===== src/rtl/seq_mag_comparator.sv =====
// ---------------------------------------------------------------------------
// seq_mag_comparator
//   Sequential magnitude comparator. The operands are compared SLICE bits per
//   clock, starting with the most-significant slice. The compare stops at the
//   first slice that differs. When every slice is equal, the captured cascade
//   inputs decide the result, so several stages can be chained.
//
// Parameters
//   WIDTH  operand width (integer multiple of SLICE, >= SLICE)
//   SLICE  bits compared per clock
//
// Ports
//   clk, rst_n              clock (rising edge), async active-low reset
//   start                   request; sampled only in IDLE
//   a, b                    operands, captured on accepted start
//   signed_mode             1 = two's-complement, 0 = unsigned (captured)
//   eq_in, gt_in, lt_in     cascade from a less-significant stage (captured)
//   busy                    high in CMP and DONE
//   done                    one-cycle pulse with a valid result
//   eq, gt, lt              registered one-hot result, held until next start
// ---------------------------------------------------------------------------
module seq_mag_comparator #(
  parameter int WIDTH = 16,
  parameter int SLICE = 4
) (
  input  logic             clk,
  input  logic             rst_n,
  input  logic             start,
  input  logic [WIDTH-1:0] a,
  input  logic [WIDTH-1:0] b,
  input  logic             signed_mode,
  input  logic             eq_in,
  input  logic             gt_in,
  input  logic             lt_in,
  output logic             busy,
  output logic             done,
  output logic             eq,
  output logic             gt,
  output logic             lt
);

  localparam int NSLICE = WIDTH / SLICE;
  localparam int IDXW   = (NSLICE > 1) ? $clog2(NSLICE) : 1;
  localparam logic [IDXW-1:0] TOP_IDX = IDXW'(NSLICE - 1);

  typedef enum logic [1:0] {IDLE, CMP, DONE} state_t;

  state_t                       state;
  logic [IDXW-1:0]              idx;
  // Operands are held as slice arrays so the active slice is a plain index.
  logic [NSLICE-1:0][SLICE-1:0] a_q, b_q;
  logic                         sm_q;
  logic [2:0]                   casc_q;   // {gt_in, lt_in, eq_in}

  logic [SLICE-1:0] sa, sb;
  logic             slice_gt;

  // Active slice. In signed mode the sign bit is inverted on the top slice
  // only, which maps two's-complement order onto unsigned order. The lower
  // slices are magnitude bits and compare unsigned.
  always_comb begin
    sa = a_q[idx];
    sb = b_q[idx];
    if (sm_q && (idx == TOP_IDX)) begin
      sa[SLICE-1] = ~sa[SLICE-1];
      sb[SLICE-1] = ~sb[SLICE-1];
    end
    slice_gt = (sa > sb);
  end

  always_ff @(posedge clk or negedge rst_n) begin
    if (!rst_n) begin
      state  <= IDLE;
      idx    <= '0;
      a_q    <= '0;
      b_q    <= '0;
      sm_q   <= 1'b0;
      casc_q <= 3'b000;
      busy   <= 1'b0;
      done   <= 1'b0;
      eq     <= 1'b0;
      gt     <= 1'b0;
      lt     <= 1'b0;
    end else begin
      case (state)
        IDLE: begin
          done <= 1'b0;
          if (start) begin
            a_q    <= a;
            b_q    <= b;
            sm_q   <= signed_mode;
            casc_q <= {gt_in, lt_in, eq_in};
            eq     <= 1'b0;
            gt     <= 1'b0;
            lt     <= 1'b0;
            idx    <= TOP_IDX;
            busy   <= 1'b1;
            state  <= CMP;
          end
        end
        CMP: begin
          if (sa != sb) begin
            // The first differing slice decides; lower slices are skipped.
            gt    <= slice_gt;
            lt    <= ~slice_gt;
            eq    <= 1'b0;
            done  <= 1'b1;
            state <= DONE;
          end else if (idx != '0) begin
            idx <= idx - IDXW'(1);
          end else begin
            // All slices equal: the cascade decides, gt_in > lt_in > eq_in.
            // All-zero cascade is treated as equal.
            casez (casc_q)
              3'b1??:  begin gt <= 1'b1; lt <= 1'b0; eq <= 1'b0; end
              3'b01?:  begin gt <= 1'b0; lt <= 1'b1; eq <= 1'b0; end
              3'b001:  begin gt <= 1'b0; lt <= 1'b0; eq <= 1'b1; end
              default: begin gt <= 1'b0; lt <= 1'b0; eq <= 1'b1; end
            endcase
            done  <= 1'b1;
            state <= DONE;
          end
        end
        DONE: begin
          // A start seen here is dropped; the next IDLE cycle samples again.
          done  <= 1'b0;
          busy  <= 1'b0;
          state <= IDLE;
        end
        default: begin
          done  <= 1'b0;
          busy  <= 1'b0;
          state <= IDLE;
        end
      endcase
    end
  end

endmodule

===== config.mk =====
export PLATFORM = sky130hd
export DESIGN_NAME = seq_mag_comparator
export DESIGN_NICKNAME = d
export VERILOG_FILES = /design/src/rtl/seq_mag_comparator.sv
export SDC_FILE = /design/constraint.sdc
export NUM_CORES = 1
export LEC_CHECK = 0
export ABC_AREA = 1
export CAP_MARGIN = 10
export CORE_UTILIZATION = 50
export CTS_CLUSTER_DIAMETER = 150
export DETAILED_ROUTE_END_ITERATION = 10
export PLACE_DENSITY = 0.78
export SYNTH_ARGS = -nofsm -noshare
export SYNTH_HDL_FRONTEND = slang
export SYNTH_SLANG_ARGS = --single-unit
export TNS_END_PERCENT = 20

===== constraint.sdc =====
create_clock -name clk -period 3.6 [get_ports clk]
set_input_delay 0.72 -clock clk [delete_from_list [all_inputs] [get_ports clk]]
set_output_delay 0.72 -clock clk [all_outputs]
set_load 0.05 [all_outputs]

==> metrics, run 1 <==
max incr delay on CP 0.73 ns; vias per cell 5.150; async set-reset flop share out of synthesis 1.000; slack of the worst reg-to-reg path 1.30 ns; f_max 435.3 MHz; Layout Nets 347; DRC violations left 0; hold_ws 0.4712 ns; overall die area 4604 µm²; slew of the pin with the lowest slew margin 0.9454 ns; Filler cells 372; hold crit path type reg -> reg; P&R area growth vs syn 22.56%; first-iteration detailed-routing DRC count 131; gr usage total 0.2172; critical path launch point type flop; Root Driver clkbuf_8; Setup Fix Bufs, Post-CTS 0; Clock Latency Late Sink 0.30 ns; vias in the first global route 1710; Tmin final 2.297 ns; PortBufs 42; Worst-path clk slew 0.08 ns; routed len/inst 12.00 µm; commonest non-fill, non-tap cell in the layout nand2_1; kind of end point of the critical path flop; largest net degree at the start of global routing 45; most frequent cells in the layout nand2_1 (98), nand3_1 (44), dfrtp_1 (44), clkdlybuf4s50_1 (41), nor2_1 (15); hold wc startpoint a_q[8]$_DFFE_PN0P_; Core Util, Final 0.6503; Synth Area in Adders 0.03462; Syn. warnings 0; Final period util 0.6381; Worst slew margin 0.3697; final setup fails 0; Rows 23; Worst Hold End a_q[8]$_DFFE_PN0P_; area of the multi-input gates 933.4 µm²; initial antenna violation count 0; Core Area 4086 µm²; die width 67.86 µm; final setup TNS 0 ns; CTS tree done; max-cap viol count 0; Data arrival, critical path 2.53 ns; Yosys cell types 22; most used cell, CP nand2_1; outcome complete, no violations; post-synthesis mux area share 0; Compound-Gate Fraction of Synth Area 0.06694; layout cells sized above 1 0.04950; register bit count reported by yosys 44; RR Startpoint idx[0]$_DFFE_PN0P_; HPWL Detailed 2.879 mm; sequential fraction of the synthesis area 0.5078; vias 1818; cts bufs inserted 5; Pleak 0.001320 µW; largest family of logic cells by synthesized area simple AND/OR/NAND/NOR gates; CTS resizes 0; CP delay by family, top simple AND/OR/NAND/NOR gates; H-tree levels 2; syn nets 312; Overflow after GRT 0; Slew Viols, Final 0; io pins 44; worst IR drop on VDD 372.5 µV; CP max stage cell dfrtp_1; antenna viol nets, final 0; Netlist Area Pre-Place 2168 µm²; crit path max fanout 19; RSZ-0062 raised after global routing no; critical path type reg -> reg; Pwr Total 2434 µW; DR pass1 iterations 4; ANT cells 0; RR Endpoint eq$_DFFE_PN0P_; initial core utilization 0.5306; clk sink count 44; Post-CTS Hold Buffers 0; Post-Synth Simple-Gate Area 0.3208; RD Place Congestion 0.7521; hold path cells 2; clk buf depth 2; worst reg-to-reg path cell count 12; Die Y 67.86 µm; pwr dens 915.8 nW/µm²; clk_skew 0.004421 ns; CP Buf/Inv Count 1; Avg Inst Size Synth 8.121 µm²; WP data required 3.83 ns; register area 1101 µm²; xor/xnor cell area share of the yosys netlist 0.008078; final WL 4.237 mm; Main synth FF type dfrtp_1; first-pass GRT wire length 7.348 mm; EDFF count, synth 0; Final Hold Fails 0; Cells after Synth 267; worst-path cell chain inv_4 > nand2_1 > nand3_1 > nand2_1 > xor2_1 > ha_1 > nand2_1 > nor2_4 > nand2_1 > nand2_1 > nand3_1 > o21ai_1
[synth_stat cells (2+ instances only)]
master,instances,area share
a21oi_1,2,0.0046
buf_2,11,0.025
buf_4,2,0.0069
dfrtp_1,44,0.51
ha_1,6,0.035
inv_1,10,0.017
nand2_1,98,0.17
nand3_1,44,0.10
nor2_1,15,0.026
nor2_4,3,0.016
o21ai_0,14,0.032
o21ai_1,4,0.0092
o22a_1,3,0.012
o22ai_1,3,0.0087
[worst min-delay path, cell delays in order (launching register included)]
cell and delay (ns):
dfrtp_1 0.34, nand2_1 0.05, nand2_1 0.05
[worst max path at each step]
stage,startpoint,to,cells after the start
2_1_floorplan,idx[0]$_DFFE_PN0P_,eq$_DFFE_PN0P_,12
3_3_place_gp,idx[0]$_DFFE_PN0P_,eq$_DFFE_PN0P_,12
3_5_place_dp,start,idx[1]$_DFFE_PN0P_,6
4_1_cts,idx[0]$_DFFE_PN0P_,eq$_DFFE_PN0P_,12
5_1_grt,idx[0]$_DFFE_PN0P_,eq$_DFFE_PN0P_,12
6_report,idx[0]$_DFFE_PN0P_,eq$_DFFE_PN0P_,12
[flip-flops by register name, summed over array words and instances (netlist names)]
signal  count
eq          1
lt          1
idx         2
gt          1
sm_q        1
a_q        16
casc_q      2
state       2
busy        1
done        1
b_q        16
[routing by layer]
metal | vias up | wire length, µm | global-route usage
met5 | - | 0 | 0
met4 | 0 | 76 | 0.09375
met3 | 7 | 133 | 0.04000
met2 | 34 | 2117 | 0.3911
met1 | 848 | 1909 | 0.2500
li1 | 929 | - | -
[stage by stage]
| step | cell area (µm²) | setup WS [ns] | instances |
|---|---|---|---|
| after floorplan | 2168 | 1.733 | 267 |
| after global placement | 2567 | 1.335 | 345 |
| after detailed placement | 2567 | 1.293 | 345 |
| after CTS | 2658 | 1.268 | 353 |
| after global routing | 2658 | 0.9740 | 353 |
| final | 2658 | 1.303 | 353 |
[power by group]
part	internal (µW)	total, µW	switching (µW)
logic	448	1220	769
clock network	157	316	160
registers	727	901	174
[final cells by class]
class | count | area share
timing repair buffer | 43 | 0.1591
inverter | 12 | 0.01789
clock buffer | 8 | 0.03390
tap | 50 | 0.02354
multi-input combinational | 196 | 0.3512
sequential | 44 | 0.4143
[kinds of logic (layout without fill, tap and decap cells)]
group / after synthesis / after routing
buf+inv: 27 / 63
flops: 44 / 44
fa+ha+maj: 6 / 6
xor+xnor: 2 / 2
simple gates: 162 / 162
compound gates: 26 / 26
(Power assumes the default switching activity.)
==> run 2: changes to the inputs <==
clock period = 2.2 ns   (was 3.6 ns; I/O delays follow)
==> metrics, run 2 (same netlist as run 1, synthesis figures left out) <==
Die Y 67.86 µm (unchanged); Setup WS pre-CTS 0.2544 ns (-1.038 ns); critical path type reg -> reg; Slew Viols, Final 0 (unchanged); DR pass1 iterations 4 (unchanged); layout cells sized above 1 0.07443 (+0.02493); Layout Cells excl Fill 359 (+1.7%); worst IR drop on VDD 636.4 µV (+71%); CP delay by family, top simple AND/OR/NAND/NOR gates; Rows 23 (unchanged); most frequent cells in the layout nand2_1 (98), nand3_1 (44), dfrtp_1 (44), clkdlybuf4s50_1 (41), nor2_1 (15); Overflow after GRT 0 (unchanged); Pwr Total 4207 µW (+73%); ANT cells 0 (unchanged); P&R area growth vs syn 26.89%; clk buf depth 2 (unchanged); critical path launch point type flop; initial antenna violation count 0 (unchanged); Root Driver clkbuf_8; kind of end point of the critical path flop; RD Place Congestion 0.8084 (+7.5%); CTS tree done; final setup TNS 0 ns (unchanged); first-pass GRT wire length 7.383 mm (+0.48%); switching power 1825 µW (+66%); worst reg-to-reg path cell count 12 (unchanged); vias in the first global route 1711 (+0.058%); Final Hold Fails 0 (unchanged); logic gate share of total power 0.502 (+0.002); Final period util 0.8933 (+0.2552); CP max stage cell dfrtp_1; slew of the pin with the lowest slew margin 0.4905 ns (-0.4550 ns); clk_skew 0.006619 ns (+0.002198 ns); RR Endpoint eq$_DFFE_PN0P_; crit path max fanout 18 (-1); Post-CTS Hold Buffers 0 (unchanged); final setup fails 0 (unchanged); Pleak 0.001372 µW (+4.0%); vias per cell 5.067 (-1.6%); Core Area 4086 µm² (unchanged); Clock Latency Late Sink 0.30 ns (about the same); clk sink count 44 (unchanged); Worst slew margin 0.6720 (+0.3023); switching share of total power 0.4338 (-0.01902); vias 1819 (+0.055%); area of the multi-input gates 933.4 µm² (unchanged); largest net degree at the start of global routing 45 (unchanged); outcome complete, no violations; PortBufs 42 (unchanged); die width 67.86 µm (unchanged); Core Util, Final 0.6733 (+0.02296); sequential share of power 0.338 (-0.032); DRC violations left 0 (unchanged); overall die area 4604 µm² (unchanged); RSZ-0062 raised after global routing no; Setup Fix Bufs, Post-CTS 0 (unchanged); cts bufs inserted 5 (unchanged); max incr delay on CP 0.44 ns (-0.29 ns); clock share of power 0.160 (+0.030); io pins 44 (unchanged); final WL 4.265 mm (+0.66%); Data arrival, critical path 2.20 ns (-0.33 ns); Filler cells 340 (-8.6%); worst-path cell chain inv_4 > nand2_1 > nand3_1 > nand2_1 > xor2_1 > ha_1 > nand2_1 > nor2_4 > nand2_1 > nand2_1 > nand3_1 > o21ai_1; RR Startpoint idx[0]$_DFFE_PN0P_; Worst-path clk slew 0.08 ns (about the same); Regs by FF count a_q: 16 flops, b_q: 16 flops; commonest non-fill, non-tap cell in the layout nand2_1; CP Buf/Inv Count 1 (unchanged); f_max 508.8 MHz (+17%); WP data required 2.43 ns (-1.40 ns); Layout Nets 353 (+1.7%); pwr dens 1529 nW/µm² (+67%); antenna viol nets, final 0 (unchanged); slack of the worst reg-to-reg path 0.23 ns (-1.07 ns); register area 1101 µm² (unchanged); H-tree levels 2 (unchanged); gr usage total 0.2198 (+0.002607); Tmin final 1.965 ns (-0.3319 ns); HPWL Detailed 2.919 mm (+1.4%); first-iteration detailed-routing DRC count 115 (-12%); CTS resizes 0 (unchanged); hold crit path type in -> async; Setup WS post-layout 0.2347 ns (-1.068 ns); Cells after DPL 351 (+1.7%); routed len/inst 11.88 µm (-1.0%); Worst Setup SP idx[0]$_DFFE_PN0P_; max-cap viol count 0 (unchanged); most used cell, CP nand2_1; initial core utilization 0.5306 (unchanged); internal power 2382 µW (+79%)
==> run 2: how the worst max path moves through the flow <==
| stage | endpoint | slack [ns] | depth (start not counted) |
|---|---|---|---|
| 4_1_cts | idx[1]$_DFFE_PN0P_ | 0.23 | 10 |
| 3_3_place_gp | eq$_DFFE_PN0P_ | 0.26 | 12 |
| 5_1_grt | gt$_DFFE_PN0P_ | 0.05 | 10 |
| 3_5_place_dp | lt$_DFFE_PN0P_ | 0.25 | 12 |
| 6_report | eq$_DFFE_PN0P_ | 0.23 | 12 |
| 2_1_floorplan | eq$_DFFE_PN0P_ | 0.33 | 12 |
==> run 2: worst reg2reg max path, stage by stage (launching register included) <==
cell	delay [ns]
dfrtp_1	0.44
inv_4	0.18
nand2_1	0.07
nand3_1	0.06
nand2_1	0.07
xor2_1	0.14
ha_1	0.29
nand2_1	0.11
nor2_4	0.18
nand2_1	0.08
nand2_1	0.12
nand3_1	0.08
o21ai_1	0.09
==> run 2: power groups by stage <==
| stage | clock network [µW] | registers [µW] | logic, µW |
|---|---|---|---|
| after floorplan | 0 | 1470 | 1570 |
| final | 675 | 1420 | 2110 |
| after global routing | 720 | 1470 | 2470 |
| after CTS | 686 | 1420 | 2120 |
| after global placement | 0 | 1430 | 2050 |
| after detailed placement | 0 | 1440 | 2110 |
==> run 2: area by class of cell <==
type,count,area share
clock buffers,7,0.03502
clock inverters,1,0.01091
inverters,12,0.01728
multi-input cells,196,0.3392
flip-flops and latches,44,0.4002
well taps,50,0.02274
repair buffers,49,0.1746
==> run 2: metrics by stage <==
step	instance area [µm²]	hold WS [ns]
global route	2751	0.1190
finish	2751	0.1037
floorplan	2168	0.1444
global placement	2625	0.4314
CTS	2751	0.1073
detailed placement	2625	0.4340
==> run 2: layer usage <==
metal | routed length [µm] | up-vias | GRT usage
met2 | 2108 | 36 | 0.3948
met1 | 1970 | 841 | 0.2548
met4 | 35 | 0 | 0.07031
li1 | - | 940 | -
met3 | 151 | 2 | 0.05500
met5 | 0 | - | 0
